**src/rtl/mem_store_pkg.sv**
```systemverilog
// Shared types and default widths for the memory store unit.
// The lookup feature is enabled with MEM_STORE_FWD_EN.
package mem_store_pkg;

  localparam int unsigned DATA_WIDTH = 16;
  localparam int unsigned ADDR_WIDTH = 16;
  localparam int unsigned FIFO_DEPTH = 4;

  typedef enum logic [1:0] {
    IDLE,
    WR_HIGH,
    WR_LOW
  } state_t;

  // Default-width layout of one buffered store request.
  typedef struct packed {
    logic [ADDR_WIDTH-1:0] addr;
    logic [DATA_WIDTH-1:0] high;
    logic [DATA_WIDTH-1:0] low;
    logic                  is_double;
  } store_entry_t;

endpackage

```
**src/rtl/mem_store_unit_fifo.sv**
```systemverilog
// Synchronous FIFO (store_fifo) that buffers store requests.
// With MEM_STORE_FWD_EN the storage and read pointer are exported for lookups.
module store_fifo #(
  parameter int unsigned width = 8,
  parameter int unsigned depth = 4
) (
  input  logic                   clk,
  input  logic                   rst_n,
  input  logic                   push,
  input  logic                   pop,
  input  logic [width-1:0]       push_data,
  output logic [width-1:0]       head,
  output logic                   full,
  output logic                   empty,
  output logic [$clog2(depth):0] count
`ifdef MEM_STORE_FWD_EN
  ,
  output logic [depth-1:0][width-1:0] slots,
  output logic [$clog2(depth)-1:0]    rd_ptr
`endif
);

  localparam int unsigned ptr_w = $clog2(depth);

`ifndef MEM_STORE_FWD_EN
  logic [depth-1:0][width-1:0] slots;
  logic [ptr_w-1:0]            rd_ptr;
`endif

  logic [ptr_w-1:0] wr_ptr;
  logic             do_push;
  logic             do_pop;

  assign full    = (count == (ptr_w+1)'(depth));
  assign empty   = (count == '0);
  assign do_push = push && !full;
  assign do_pop  = pop && !empty;
  assign head    = slots[rd_ptr];

  always_ff @(posedge clk) begin
    if (do_push) slots[wr_ptr] <= push_data;
  end

  // Pointers are ptr_w bits wide so they wrap modulo depth on their own.
  always_ff @(posedge clk or negedge rst_n) begin
    if (!rst_n) begin
      wr_ptr <= '0;
      rd_ptr <= '0;
      count  <= '0;
    end else begin
      if (do_push) wr_ptr <= wr_ptr + 1'b1;
      if (do_pop)  rd_ptr <= rd_ptr + 1'b1;
      unique case ({do_push, do_pop})
        2'b10:   count <= count + 1'b1;
        2'b01:   count <= count - 1'b1;
        default: count <= count;
      endcase
    end
  end

endmodule

```
**src/rtl/mem_store_unit.sv**
```systemverilog
// Buffers store requests and drains them onto a single memory write port.
// MEM_STORE_FWD_EN adds a combinational lookup of not-yet-retired store data.
module mem_store_unit
  import mem_store_pkg::*;
#(
  parameter int unsigned data_width = DATA_WIDTH,
  parameter int unsigned addr_width = ADDR_WIDTH,
  parameter int unsigned fifo_depth = FIFO_DEPTH
) (
  input  logic                          clk,
  input  logic                          rst_n,
  input  logic                          req_valid,
  output logic                          req_ready,
  input  logic [addr_width-1:0]         req_addr,
  input  logic [data_width-1:0]         req_data_high,
  input  logic [data_width-1:0]         req_data_low,
  input  logic                          req_double,
  output logic                          mem_we,
  output logic [addr_width-1:0]         mem_addr,
  output logic [data_width-1:0]         mem_data,
  output logic                          busy,
  output logic [$clog2(fifo_depth):0]   pending
`ifdef MEM_STORE_FWD_EN
  ,
  input  logic [addr_width-1:0]         lookup_addr,
  output logic                          lookup_hit,
  output logic [data_width-1:0]         lookup_data
`endif
);

  typedef struct packed {
    logic [addr_width-1:0] addr;
    logic [data_width-1:0] high;
    logic [data_width-1:0] low;
    logic                  is_double;
  } entry_t;

  localparam int unsigned entry_w = $bits(entry_t);
  localparam int unsigned ptr_w   = $clog2(fifo_depth);

  state_t                state, state_next;
  entry_t                push_entry, head;
  logic                  fifo_full, fifo_empty, pop;
  logic [ptr_w:0]        fifo_count;
  logic [addr_width-1:0] held_addr;
  logic [data_width-1:0] held_low;
  logic                  held_double;

  assign push_entry = '{addr: req_addr, high: req_data_high, low: req_data_low, is_double: req_double};
  assign req_ready  = !fifo_full;
  assign pending    = fifo_count;
  assign busy       = !fifo_empty || (state != IDLE);

`ifdef MEM_STORE_FWD_EN
  logic [fifo_depth-1:0][entry_w-1:0] fifo_slots;
  logic [ptr_w-1:0]                   fifo_rd_ptr;
`endif

  store_fifo #(
    .width (entry_w),
    .depth (fifo_depth)
  ) u_fifo (
    .clk       (clk),
    .rst_n     (rst_n),
    .push      (req_valid && !fifo_full),
    .pop       (pop),
    .push_data (push_entry),
    .head      (head),
    .full      (fifo_full),
    .empty     (fifo_empty),
    .count     (fifo_count)
`ifdef MEM_STORE_FWD_EN
    ,
    .slots     (fifo_slots),
    .rd_ptr    (fifo_rd_ptr)
`endif
  );

  always_comb begin
    state_next = state;
    pop        = 1'b0;
    unique case (state)
      IDLE: begin
        if (!fifo_empty) begin
          pop        = 1'b1;
          state_next = WR_HIGH;
        end
      end
      WR_HIGH: begin
        if (held_double)      state_next = WR_LOW;
        else if (!fifo_empty) pop        = 1'b1;
        else                  state_next = IDLE;
      end
      WR_LOW: begin
        if (!fifo_empty) begin
          pop        = 1'b1;
          state_next = WR_HIGH;
        end else begin
          state_next = IDLE;
        end
      end
      default: state_next = IDLE;
    endcase
  end

`ifdef MEM_STORE_FWD_EN
  logic [data_width-1:0] held_high;
`endif

  // The popped entry is copied into held_* so its FIFO slot frees immediately.
  always_ff @(posedge clk or negedge rst_n) begin
    if (!rst_n) begin
      state       <= IDLE;
      mem_we      <= 1'b0;
      mem_addr    <= '0;
      mem_data    <= '0;
      held_addr   <= '0;
      held_low    <= '0;
      held_double <= 1'b0;
`ifdef MEM_STORE_FWD_EN
      held_high   <= '0;
`endif
    end else begin
      state <= state_next;
      if (pop) begin
        mem_we      <= 1'b1;
        mem_addr    <= head.addr;
        mem_data    <= head.high;
        held_addr   <= head.addr;
        held_low    <= head.low;
        held_double <= head.is_double;
`ifdef MEM_STORE_FWD_EN
        held_high   <= head.high;
`endif
      end else if (state == WR_HIGH && held_double) begin
        mem_we   <= 1'b1;
        mem_addr <= held_addr + 1'b1;
        mem_data <= held_low;
      end else begin
        mem_we <= 1'b0;
      end
    end
  end

`ifdef MEM_STORE_FWD_EN
  entry_t                slot;
  logic [addr_width-1:0] held_next, slot_next;

  assign held_next = held_addr + 1'b1;

  // Scan oldest to youngest so the youngest matching word is the last one assigned.
  always_comb begin
    lookup_hit  = 1'b0;
    lookup_data = '0;
    slot        = '0;
    slot_next   = '0;
    if (state != IDLE) begin
      if (held_addr == lookup_addr) begin
        lookup_hit  = 1'b1;
        lookup_data = held_high;
      end
      if (held_double && held_next == lookup_addr) begin
        lookup_hit  = 1'b1;
        lookup_data = held_low;
      end
    end
    for (int unsigned i = 0; i < fifo_depth; i++) begin
      slot      = entry_t'(fifo_slots[fifo_rd_ptr + ptr_w'(i)]);
      slot_next = slot.addr + 1'b1;
      if (i < 32'(fifo_count)) begin
        if (slot.addr == lookup_addr) begin
          lookup_hit  = 1'b1;
          lookup_data = slot.high;
        end
        if (slot.is_double && slot_next == lookup_addr) begin
          lookup_hit  = 1'b1;
          lookup_data = slot.low;
        end
      end
    end
  end
`endif

endmodule

```
**config.mk**
```make
export PLATFORM = sky130hd
export DESIGN_NAME = mem_store_unit
export DESIGN_NICKNAME = d
export VERILOG_FILES = /design/src/rtl/mem_store_pkg.sv /design/src/rtl/mem_store_unit_fifo.sv /design/src/rtl/mem_store_unit.sv
export SDC_FILE = /design/constraint.sdc
export NUM_CORES = 1
export LEC_CHECK = 0
export BUFFER_PORTS_ARGS = -buffer_cell sky130_fd_sc_hd__buf_2
export CORE_AREA = 2 2 191 99
export CTS_BUF_LIST = sky130_fd_sc_hd__clkbuf_8
export CTS_CLUSTER_DIAMETER = 60
export DETAILED_ROUTE_END_ITERATION = 12
export DIE_AREA = 0 0 193 101
export PLACE_DENSITY = 0.75
export SKIP_CTS_REPAIR_TIMING = 1
export SKIP_LAST_GASP = 1
export SLEW_MARGIN = 40
export SYNTH_ARGS = -nofsm -noshare
export SYNTH_HDL_FRONTEND = slang
export SYNTH_SLANG_ARGS = --single-unit
```
**constraint.sdc**
```tcl
create_clock -name clk -period 3.5 [get_ports clk]
set_clock_uncertainty 0.1 [all_clocks]
set_input_delay 0.175 -clock clk [delete_from_list [all_inputs] [get_ports clk]]
set_output_delay 0.175 -clock clk [all_outputs]
set_load 0.05 [all_outputs]
```
==> summary.md <==
| Metric | Value |
|---|---|
| Status | `finished, final reports clean` |
| Met2 wire len | `9.93 mm` |
| Met3 routed WL | `1.39 mm` |
| Dominant delay contributor by cell family on the critical path | `simple AND/OR/NAND/NOR gates` |
| Proportion of layout cells with a drive suffix above 1 | `25.4%` |
| Crit path top cell by count | `inv_1` |
| HPWL Detailed | `12.7 mm` |
| Fin area | `12,500 um^2` |
| Number of synthesized register bits | `271` |
| IO Port Bufs | `89` |
| CTS sink cnt | `271` |
| Antenna Violating Nets Remaining | `0` |
| TritonCTS buffer count | `38` |
| Synth warn | `0` |
| 1st-iter DRT viols | `468` |
| Routed WL | `21.0 mm` |
| FF+latch area | `7760 um^2` |
| Peak supply drop | `0.674 mV` |
| Synth Instances | `621` |
| Initial antenna violation count | `3` |
| XOR/XNOR Fraction of Synth Area | `1.67%` |
| Clock power frac | `21.9%` |
| Endpoint type of the worst setup path | `flip-flop` |
| Post-Route M1 WL | `9.35 mm` |
| CP max-delay cell | `dfrtp_1` |
| CTS tree | `yes` |
| Area of the die | `19,500 um^2` |
| Mapped Nets | `680` |
| Post-Place Cell Area | `11,200 um^2` |
| CTS Buffer Depth | `3` |
| Cell Area, Synth | `10,500 um^2` |
| Final core utilization | `69.9%` |
| Post-synthesis mux area share | `11.5%` |
| Switching pwr | `4.45 mW` |
| Internal power | `7.45 mW` |
| Tcrit/Tclk final | `65.5%` |
| Fin crit period | `2290 ps` |
| Max-slew violation count | `0` |
| First-pass GRT wire length | `32.1 mm` |
| Switching part of the total power | `37.4%` |
| Fin nets | `840` |
| Top Layer Used | `met4` |
| Clock root cell | `clkbuf_8` |
| Maximum clock frequency | `0.436 GHz` |
| Sequential area share after synthesis | `73.9%` |
| Hold Vio Cnt, Final | `0` |
| Mean Syn Cell Area | `16.9 um^2` |
| Setup TNS | `0 ps` |
| Detailed Routing Iterations Pass 1 | `5` |
| GPL Wtd Cong | `0.797` |
| Max incr delay on CP | `420 ps` |
| H-tree depth | `2` |
| Die W | `193 um` |
| Main combinational cell family by area after synthesis | `multiplexers` |
| Filler instances | `1,213` |
| Grt total ovfl | `0` |
| Hold Path Class | `in -> reg` |
| Adder-Cell Fraction of Synth Area | `0.905%` |
| Area delta synth->final | `19.4%` |
| Tot GR Track Use | `22.3%` |
| Worst EP arrival | `2640 ps` |
| Final setup viols | `0` |
| Starting Density | `58.5%` |
| Vias/cell | `5.56` |
| Row cnt | `35` |
| Max Cap Violations | `0` |
| Post-Synth Simple-Gate Area | `6.88%` |
| Multi-input gate area | `2530 um^2` |
| Slew margin rel. | `46.8%` |
| Worst path cell trace | `inv_1, nand3_1, and2_1, inv_1, ha_1, inv_1, fa_1, xor2_1, nor2_1, xor2_1` |
| P per Cell Area | `948 nW/um^2` |
| Largest net degree at the start of global routing | `76` |
| Synth cell types | `36` |
| Crit Path Class | `reg -> reg` |
| Die outline height | `101 um` |
| Compound-Gate Fraction of Synth Area | `3.02%` |
| Logic pwr share | `36.1%` |
| Reg power frac | `42.0%` |
| Worst endpoint required time | `3850 ps` |
| Clock Latency Late Sink | `520 ps` |
| Vias in the first global route | `6,002` |
| Area of the core | `18,000 um^2` |
| CP Buf/Inv Count | `3` |
| Boundary pin count | `90` |
| Reg clk slew, reported paths | `70 ps` |
| Crit-path max FO | `6` |
| Critical Path Start Type | `flip-flop` |
| Via count | `5,862` |
| Average wire per cell in the routed design | `19.9 um` |
| RSZ-0062 raised after global routing | `no` |
| DRC viols | `0` |
| Measured slew at the worst slew-check pin | `799 ps` |
| LEAKAGE | `4.86 nW` |
## sequential cells by signal, indices dropped and copies added (netlist names), 3 cells and up
| register | flops |
|---|---|
| mem_data | 16 |
| held_addr | 16 |
| u_fifo.slots | 196 |
| u_fifo.count | 3 |
| mem_addr | 16 |
| held_low | 16 |
## tightest hold or removal path: stages
cell and delay, ps:
buf_2 120, and2_1 210, xnor2_1 90
## cell usage after synthesis
cell type | n | share of area, %
nand2_1 | 119 | 4.3
o22ai_1 | 1 | 0.060
nor4_1 | 1 | 0.060
and3_1 | 5 | 0.30
o21ai_0 | 12 | 0.57
a21o_1 | 6 | 0.43
buf_8 | 1 | 0.14
mux4_1 | 16 | 4.0
and2_4 | 3 | 0.25
ha_1 | 6 | 0.71
buf_6 | 5 | 0.54
buf_4 | 2 | 0.14
nor3_1 | 2 | 0.095
edfxtp_1 | 196 | 56
fa_1 | 1 | 0.19
mux4_2 | 33 | 7.1
buf_2 | 14 | 0.67
o21ai_1 | 9 | 0.43
a31oi_1 | 18 | 1.1
nand3_1 | 5 | 0.24
clkbuf_1 | 7 | 0.25
a22o_1 | 1 | 0.083
nand4_1 | 4 | 0.24
nor3_2 | 1 | 0.095
inv_2 | 1 | 0.036
and2_1 | 4 | 0.24
nand2b_1 | 1 | 0.060
mux2_2 | 2 | 0.21
dfrtp_1 | 75 | 18
or2_2 | 1 | 0.060
xor2_1 | 11 | 0.92
nor2_1 | 28 | 1.0
mux2i_1 | 2 | 0.19
a21oi_1 | 8 | 0.38
inv_1 | 11 | 0.39
xnor2_1 | 9 | 0.75
## power by group through the flow
stage               registers (mW)  logic (mW)  clock network (mW)
finish                        5.00        4.29                2.61
global route                  5.09        4.69                2.80
CTS                           5.00        4.29                2.66
detailed placement            5.06        4.28                   0
global placement              5.00        4.14                   0
floorplan                     5.56        2.63                   0
## area by class of cell
class                           instances  share of cell area [%]
Timing Repair Buffer                  149                    8.59
Sequential cell                       271                    61.9
Inverter                               12                   0.359
Clock buffer                           47                    5.16
Multi-Input combinational cell        309                    20.1
Antenna cell                            3                  0.0598
Clock inverter                         23                    1.43
Tap cell                              240                    2.39
## logic make-up after synthesis
kind of cell             after synthesis
AO/OA/AOI/OAI                         55
XOR/XNOR                              20
adder cells (fa/ha/maj)                7
buffers and inverters                 41
flip-flops                           271
multiplexers                          53
AND/OR/NAND/NOR                      174
## layer usage
metal	GRT usage [%]	vias to the layer above
li1	-	2655
met2	35.2	194
met1	31.3	2985
met4	5.77	0
met5	0	-
met3	6.30	28
## final timing paths
kind,from,end,slack (ps),cells past startpoint
worst max-delay path,u_fifo.count[0],u_fifo.count[2],1210,10
min in group asynchronous,rst_n,mem_data[5],130,2
worst min-delay path,req_valid,u_fifo.wr_ptr[0],20,3
worst min register to register,held_low[3],held_low[3],380,2
worst max register to register,u_fifo.count[0],u_fifo.count[2],1210,10
max in group asynchronous,rst_n,u_fifo.rd_ptr[0],2610,2
## placed cells by master, fill, tap and decap left out, types with 2 or more instances in the layout
cell type and n:
a21o_1 6, a21oi_1 8, a31oi_1 18, and2_1 4
and2_4 3, and3_2 4, buf_12 4, buf_2 88
buf_4 6, bufinv_16 3, clkbuf_8 47, clkinv_1 5
clkinv_2 8, dfrtp_1 73, dfrtp_2 2, diode_2 3
dlygate4sd3_1 50, edfxtp_1 196, ha_1 6, inv_1 17
mux2_2 2, mux2i_1 2, mux4_1 16, mux4_2 33
nand2_1 119, nand3_1 5, nand4_1 4, nor2_1 28
nor3_1 2, o21ai_0 12, o21ai_1 9, xnor2_1 9
xor2_1 11
## per-stage QoR
step / cells / hold slack (ps) / power [mW] / setup WS [ps]
after global routing: 1053 / 39.3 / 12.6 / 1030
after floorplan: 621 / -221 / 8.19 / 363
final: 1054 / 15.3 / 11.9 / 1210
after global placement: 931 / 268 / 9.14 / 1180
after CTS: 1001 / -411 / 11.9 / 1080
after detailed placement: 931 / 140 / 9.34 / 1100
Power figures use the tool's default switching activity.
